<file path="config.mk">
export PLATFORM = sky130hd
export DESIGN_NAME = sram_burst_ctrl
export DESIGN_NICKNAME = d
export VERILOG_FILES = /design/src/rtl/sram_burst_ctrl_pkg.sv /design/src/rtl/sram_burst_ctrl_rsp_fifo.sv /design/src/rtl/sram_burst_ctrl.sv
export SDC_FILE = /design/constraint.sdc
export NUM_CORES = 1
export LEC_CHECK = 0
export ABC_AREA = 1
export CORE_MARGIN = 3
export CORE_UTILIZATION = 55
export CTS_BUF_LIST = sky130_fd_sc_hd__clkbuf_8
export CTS_CLUSTER_DIAMETER = 40
export DETAILED_ROUTE_END_ITERATION = 7
export PLACE_DENSITY_LB_ADDON = 0.25
export SYNTH_ARGS = -nofsm -noshare
export SYNTH_HDL_FRONTEND = slang
export SYNTH_HIERARCHICAL = 1
export SYNTH_SLANG_ARGS = --single-unit
</file>
<file path="constraint.sdc">
create_clock -name clk -period 2.2 [get_ports clk]
set_input_delay 0.33 -clock clk [delete_from_list [all_inputs] [get_ports clk]]
set_output_delay 0.33 -clock clk [all_outputs]
set_load 0.01 [all_outputs]
</file>
<file path="src/rtl/sram_burst_ctrl_pkg.sv">
// Shared types and defaults for the SRAM burst controller slice.
package sram_pkg;

    localparam int ADDR_W_DEF = 32;
    localparam int DATA_W_DEF = 8;

    typedef enum logic [1:0] {
        IDLE     = 2'd0,
        WR_BURST = 2'd1,
        RD_BURST = 2'd2
    } state_t;

    typedef struct packed {
        logic [DATA_W_DEF-1:0] data;
        logic                  last;
    } rsp_t;

endpackage

</file>
<file path="src/rtl/sram_burst_ctrl_rsp_fifo.sv">
// Synchronous response FIFO with occupancy count; head entry is presented
// combinationally and stays put until popped.
module sram_rsp_fifo #(
    parameter int WIDTH = 9,
    parameter int DEPTH = 4
) (
    input  logic                   clk,
    input  logic                   rst_n,
    input  logic                   push,
    input  logic [WIDTH-1:0]       push_data,
    input  logic                   pop,
    output logic [WIDTH-1:0]       pop_data,
    output logic                   empty,
    output logic [$clog2(DEPTH):0] count
);
    localparam int PTR_W = $clog2(DEPTH);

    logic [WIDTH-1:0] mem [DEPTH];
    logic [PTR_W-1:0] wr_ptr;
    logic [PTR_W-1:0] rd_ptr;
    logic             full;
    logic             do_push;
    logic             do_pop;

    assign empty    = (count == '0);
    assign full     = (count == (PTR_W + 1)'(DEPTH));
    assign do_pop   = pop && !empty;
    // A push into a full FIFO is still taken when the head leaves on the same edge.
    assign do_push  = push && (!full || do_pop);
    assign pop_data = mem[rd_ptr];

    always_ff @(posedge clk) begin
        if (do_push) begin
            mem[wr_ptr] <= push_data;
        end
    end

    always_ff @(posedge clk or negedge rst_n) begin
        if (!rst_n) begin
            wr_ptr <= '0;
            rd_ptr <= '0;
            count  <= '0;
        end else begin
            if (do_push) begin
                wr_ptr <= wr_ptr + PTR_W'(1);
            end
            if (do_pop) begin
                rd_ptr <= rd_ptr + PTR_W'(1);
            end
            case ({do_push, do_pop})
                2'b10:   count <= count + (PTR_W + 1)'(1);
                2'b01:   count <= count - (PTR_W + 1)'(1);
                default: count <= count;
            endcase
        end
    end

    overflow_chk: assert property (@(posedge clk) disable iff (!rst_n)
        !(push && full && !pop));

endmodule

</file>
<file path="src/rtl/sram_burst_ctrl.sv">
// Burst command front end for an 8-bit single-port SRAM: expands bursts into
// registered single-beat accesses and returns read data through a credited FIFO.
module sram_burst_ctrl
    import sram_pkg::*;
#(
    parameter int ADDR_W    = ADDR_W_DEF,
    parameter int DATA_W    = DATA_W_DEF,
    parameter int RD_LAT    = 1,
    parameter int RSP_DEPTH = 4
) (
    input  logic              clk,
    input  logic              rst_n,
    input  logic              cmd_valid,
    output logic              cmd_ready,
    input  logic              cmd_wr,
    input  logic [ADDR_W-1:0] cmd_addr,
    input  logic [7:0]        cmd_len,
    input  logic              wdata_valid,
    output logic              wdata_ready,
    input  logic [DATA_W-1:0] wdata,
    output logic              rsp_valid,
    input  logic              rsp_ready,
    output logic [DATA_W-1:0] rsp_data,
    output logic              rsp_last,
    output logic              sram_en,
    output logic              sram_wr,
    output logic [ADDR_W-1:0] sram_addr,
    output logic [DATA_W-1:0] sram_wr_data,
    input  logic [DATA_W-1:0] sram_rd_data
);
    localparam int CNT_W = $clog2(RSP_DEPTH) + 1;

    state_t            state;
    logic [ADDR_W-1:0] base;
    logic [7:0]        len;
    logic [7:0]        cnt;
    logic              sram_last;
    logic [RD_LAT-1:0] pipe_valid;
    logic [RD_LAT-1:0] pipe_last;
    logic [CNT_W-1:0]  inflight;
    logic [CNT_W-1:0]  fifo_count;
    logic              fifo_empty;
    logic [DATA_W:0]   fifo_out;
    logic              has_credit;
    logic              rd_issue;
    logic              wr_fire;
    logic              rsp_push;
    logic              rsp_pop;

    assign cmd_ready   = (state == IDLE);
    assign wdata_ready = (state == WR_BURST);
    assign wr_fire     = wdata_ready && wdata_valid;
    // Every read in flight already owns a FIFO slot, so its push can never overflow.
    assign has_credit  = ({1'b0, fifo_count} + {1'b0, inflight}) < (CNT_W + 1)'(RSP_DEPTH);
    assign rd_issue    = (state == RD_BURST) && has_credit;
    assign rsp_push    = pipe_valid[RD_LAT-1];
    assign rsp_valid   = !fifo_empty;
    assign rsp_pop     = rsp_valid && rsp_ready;
    assign rsp_data    = fifo_out[DATA_W-1:0];
    assign rsp_last    = fifo_out[DATA_W];

    always_ff @(posedge clk or negedge rst_n) begin
        if (!rst_n) begin
            state        <= IDLE;
            base         <= '0;
            len          <= '0;
            cnt          <= '0;
            sram_en      <= 1'b0;
            sram_wr      <= 1'b0;
            sram_addr    <= '0;
            sram_wr_data <= '0;
            sram_last    <= 1'b0;
        end else begin
            sram_en   <= 1'b0;
            sram_wr   <= 1'b0;
            sram_last <= 1'b0;
            case (state)
                IDLE: begin
                    if (cmd_valid) begin
                        base  <= cmd_addr;
                        len   <= cmd_len;
                        cnt   <= '0;
                        state <= cmd_wr ? WR_BURST : RD_BURST;
                    end
                end
                WR_BURST: begin
                    if (wr_fire) begin
                        sram_en      <= 1'b1;
                        sram_wr      <= 1'b1;
                        sram_addr    <= base + ADDR_W'(cnt);
                        sram_wr_data <= wdata;
                        cnt          <= cnt + 8'd1;
                        if (cnt == len) begin
                            state <= IDLE;
                        end
                    end
                end
                RD_BURST: begin
                    if (rd_issue) begin
                        sram_en   <= 1'b1;
                        sram_addr <= base + ADDR_W'(cnt);
                        sram_last <= (cnt == len);
                        cnt       <= cnt + 8'd1;
                        if (cnt == len) begin
                            state <= IDLE;
                        end
                    end
                end
                default: state <= IDLE;
            endcase
        end
    end

    always_ff @(posedge clk or negedge rst_n) begin
        if (!rst_n) begin
            pipe_valid <= '0;
            pipe_last  <= '0;
            inflight   <= '0;
        end else begin
            pipe_valid[0] <= sram_en && !sram_wr;
            pipe_last[0]  <= sram_last;
            for (int unsigned i = 1; i < RD_LAT; i++) begin
                pipe_valid[i] <= pipe_valid[i-1];
                pipe_last[i]  <= pipe_last[i-1];
            end
            case ({rd_issue, rsp_push})
                2'b10:   inflight <= inflight + CNT_W'(1);
                2'b01:   inflight <= inflight - CNT_W'(1);
                default: inflight <= inflight;
            endcase
        end
    end

    sram_rsp_fifo #(
        .WIDTH(DATA_W + 1),
        .DEPTH(RSP_DEPTH)
    ) u_rsp_fifo (
        .clk      (clk),
        .rst_n    (rst_n),
        .push     (rsp_push),
        .push_data({pipe_last[RD_LAT-1], sram_rd_data}),
        .pop      (rsp_pop),
        .pop_data (fifo_out),
        .empty    (fifo_empty),
        .count    (fifo_count)
    );

endmodule

</file>
==> results.md <==
* Die height at 119.4 um
* Wire per inst at 15.35 um
* Later-pin clock latency in the skew report at 460 ps
* Most frequent cells in the layout: 247 x nand2_1, 105 x clkdlybuf4s50_1, 103 x dfrtp_1
* Die ar. at 14250 um^2
* Clock power share at 0.185
* Crit Path Category: reg -> reg
* Placed Instances at 1072
* Gr usage total at 0.2533
* Maxcap violations at 0
* Root Driver: clkbuf_8
* Hold Path Sink: pipe_last$_DFF_PN0_
* Worst-Margin Slew at 729.6 ps
* Gate Count Post-Synth at 791
* Initial Util at 0.5743
* Core Rows at 40
* Clk buf depth at 2
* CP Launch Point: u_rsp_fifo/count[1]$_DFFE_PN0P_
* Synth Flop Type: dfrtp_1
* Final hold viol count at 0
* Mapped Area at 7071 um^2
* Leak at 4.195 nW
* Largest cells by area after synthesis: dfrtp_1 37%, edfxtp_1 15%, nand2_1 13%
* Peak VDD IR at 0.7374 mV
* PwrDens at 1368 nW/um^2
* Total wire length at 17150 um
* Post-synth EDFFs at 36
* Met2 Usage GRT at 0.4316
* Worst path arrival time at 2510 ps
* Post-Syn Area per Cell at 8.939 um^2
* Post-DR vias/cell at 5.197
* Commonest non-fill, non-tap cell in the layout: nand2_1
* CP Cell Sequence: nor2_2 > nand2_2 > inv_1 > nor2_1 > nor2_1 > nand2_1 > nand2_2 > ha_2 > inv_1 > fa_2 > nand2_2 > nand3_1 > nand2_1 > nand2_1
* Peak fanout along the critical path at 3
* Gr ovfl total at 0
* Switching part of the total at 0.3971
* Sequential area share after synthesis at 0.5245
* Synth unique cells at 31
* Input/output buffers at 115
* Share of cells above drive strength 1 at 0.1222
* R2R cell count at 14
* Vias in the first global route at 5836
* Final antenna-violating net count at 0
* CTS clk-pin slew, worst paths at 80 ps
* Hold path cells at 0
* Hold WS at 350.9 ps
* Fin crit period at 2167 ps
* Nets at 1022
* Sink Count at 141
* DRC marker count from the first detailed-route iteration at 442
* Non-Filler Instances at 1117
* Period utilization at 0.9850
* Hold WC Path Type: reg -> reg
* Combinational share of power at 0.458
* Critical path endpoint category: register
* Area leader, netlist: dfrtp_1
* ANT cells at 0
* RSZ-0062 raised after global routing: true
* RR Startpoint: u_rsp_fifo/count[1]$_DFFE_PN0P_
* Pin count of the biggest net entering global routing at 47
* R2R setup slack at 30 ps
* Clock skew at 15.38 ps
* Total power at 12.35 mW
* Clock buffer count from CTS at 17
* Met1 usage at 0.3265
* CP peak stage delay at 410 ps
* Worst path slowest cell: dfrtp_1
* Int Pwr at 7.445 mW
* First-pass GRT wire length at 28560 um
* Final Max Slew Viols at 0
* Initial antenna violation count at 0
* Setup TNS at 0 ps
* DR pass1 iterations at 6
* CTS tree: yes
* DR vias at 5805
* Synth warn at 6
* Area of the core at 12310 um^2
* Routability cong. at 0.8863
* Fmax at 0.4615 GHz
* Post-route DRC at 0
* Min-delay src: sram_last$_DFF_PN0_
* Ports at 116
* Met3 GRT Util at 0.04986
* Post-DP HPWL at 12440 um
* Async set-reset flop share out of synthesis at 0.7447
* # setup viols final at 0
* Switching power at 4.904 mW
* Post-synthesis register bit count at 141
* Reg power frac at 0.357
* CTS H-tree lvls at 4
* Slew HR at 0.5119
* Busiest grt layer: met2
* Layout area overhead at 27.68%
* Yosys top cell area share at 0.3716
* Syn nets at 877
* Crit path required time at 2540 ps
* RR Endpoint: u_rsp_fifo/count[2]$_DFFE_PN0P_
* Critical path launch point type: register
* Die W at 119.4 um
* Status: finished, final reports clean
-- state kept, by name, summed over array words and instances, names as in the netlist --
| register | flops |
|---|---|
| sram_addr | 32 |
| pipe_valid | 1 |
| sram_last | 1 |
| cnt | 8 |
| u_rsp_fifo/rd_ptr | 2 |
| sram_wr | 1 |
| u_rsp_fifo/mem | 36 |
| u_rsp_fifo/wr_ptr | 2 |
| len | 8 |
| state | 2 |
| u_rsp_fifo/count | 3 |
| base | 32 |
| sram_wr_data | 8 |
| pipe_last | 1 |
| inflight | 3 |
| sram_en | 1 |
-- Yosys cell counts, drive strengths merged, types with 5 or more instances --
library cell	count
ha	21
dfrtp	105
o21ai	27
buf	16
a21oi	21
nand4	5
mux2	27
o211ai	9
edfxtp	36
xor2	5
nor2	72
nand3b	11
inv	80
nor3	12
nand2	255
xnor2	16
nand3	56
-- power groups by stage --
stage	Sequential [mW]	Clock, mW	Combinational, mW
finish	4.41	2.28	5.65
global route	4.54	2.44	6.31
CTS	4.41	2.32	5.55
detailed placement	4.42	0	5.44
global placement	4.39	0	5.20
floorplan	4.39	0	3.33
-- cell type report --
| type | count | area, um^2 |
|---|---|---|
| Tap cell | 168 | 210.2 |
| Timing Repair inverter | 2 | 15.01 |
| Fill cell | 959 | 3284 |
| Clock buffer | 19 | 261.5 |
| Multi-Input combinational cell | 551 | 2979 |
| Sequential cell | 141 | 3711 |
| Timing Repair Buffer | 142 | 1363 |
| Clock inverter | 13 | 176.4 |
| Inverter | 81 | 311.5 |
-- timing repair --
action | 4_1_cts | 5_1_grt
gates resized for setup | 17 | 16
hold endpoints to repair | 29 | 0
gates cloned | 2 | 0
setup buffers | 7 | 3
hold buffers | 1 | 0
setup endpoints to repair | 10 | 26
pin swaps | 0 | 1
-- cell families (layout without fill, tap and decap cells) --
kind of cell               count (synthesis)  after routing  synth area share
and+or+nand+nor                          418            418            0.2470
DFF                                      141            141            0.5245
buffers and inverters                     99            257           0.05963
AOI/OAI and AO/OA                         61             61           0.05415
muxes                                     27             27           0.04300
adders and majority gates                 24             24           0.04566
xor gates and xnor gates                  21             21           0.02601
-- worst max-delay path by stage --
stage	end	slack, ps
3_3_place_gp	u_rsp_fifo/count[2]$_DFFE_PN0P_	90
3_5_place_dp	u_rsp_fifo/count[2]$_DFFE_PN0P_	-60
2_1_floorplan	u_rsp_fifo/count[2]$_DFFE_PN0P_	200
4_1_cts	rsp_data[5]	1
5_1_grt	u_rsp_fifo/count[2]$_DFFE_PN0P_	-100
6_report	u_rsp_fifo/count[2]$_DFFE_PN0P_	30
-- worst max-delay path: cells and delay by family (launching register included) --
family,cells,cell delay (ps)
fa+ha+maj,2,550
buf+inv,2,170
flops,1,410
simple gates,10,930
-- through the flow --
| step | cell area, um^2 | worst slack, ps | utilization |
|---|---|---|---|
| floorplan | 7071 | 199.7 | - |
| global placement | 8447 | 92.20 | 0.6861 |
| detailed placement | 8447 | -56.36 | 0.6861 |
| CTS | 8965 | 1.289 | 0.7282 |
| global route | 9027 | -104.9 | 0.7332 |
| finish | 9027 | 33.03 | 0.7332 |
-- per-layer routing --
metal  vias up  routed length, um
li1       2838                  -
met3        22                851
met4         0                269
met1      2787               7301
met5         -                  0
met2       158               8722
Note: power is estimated with default switching activity, not from simulation.
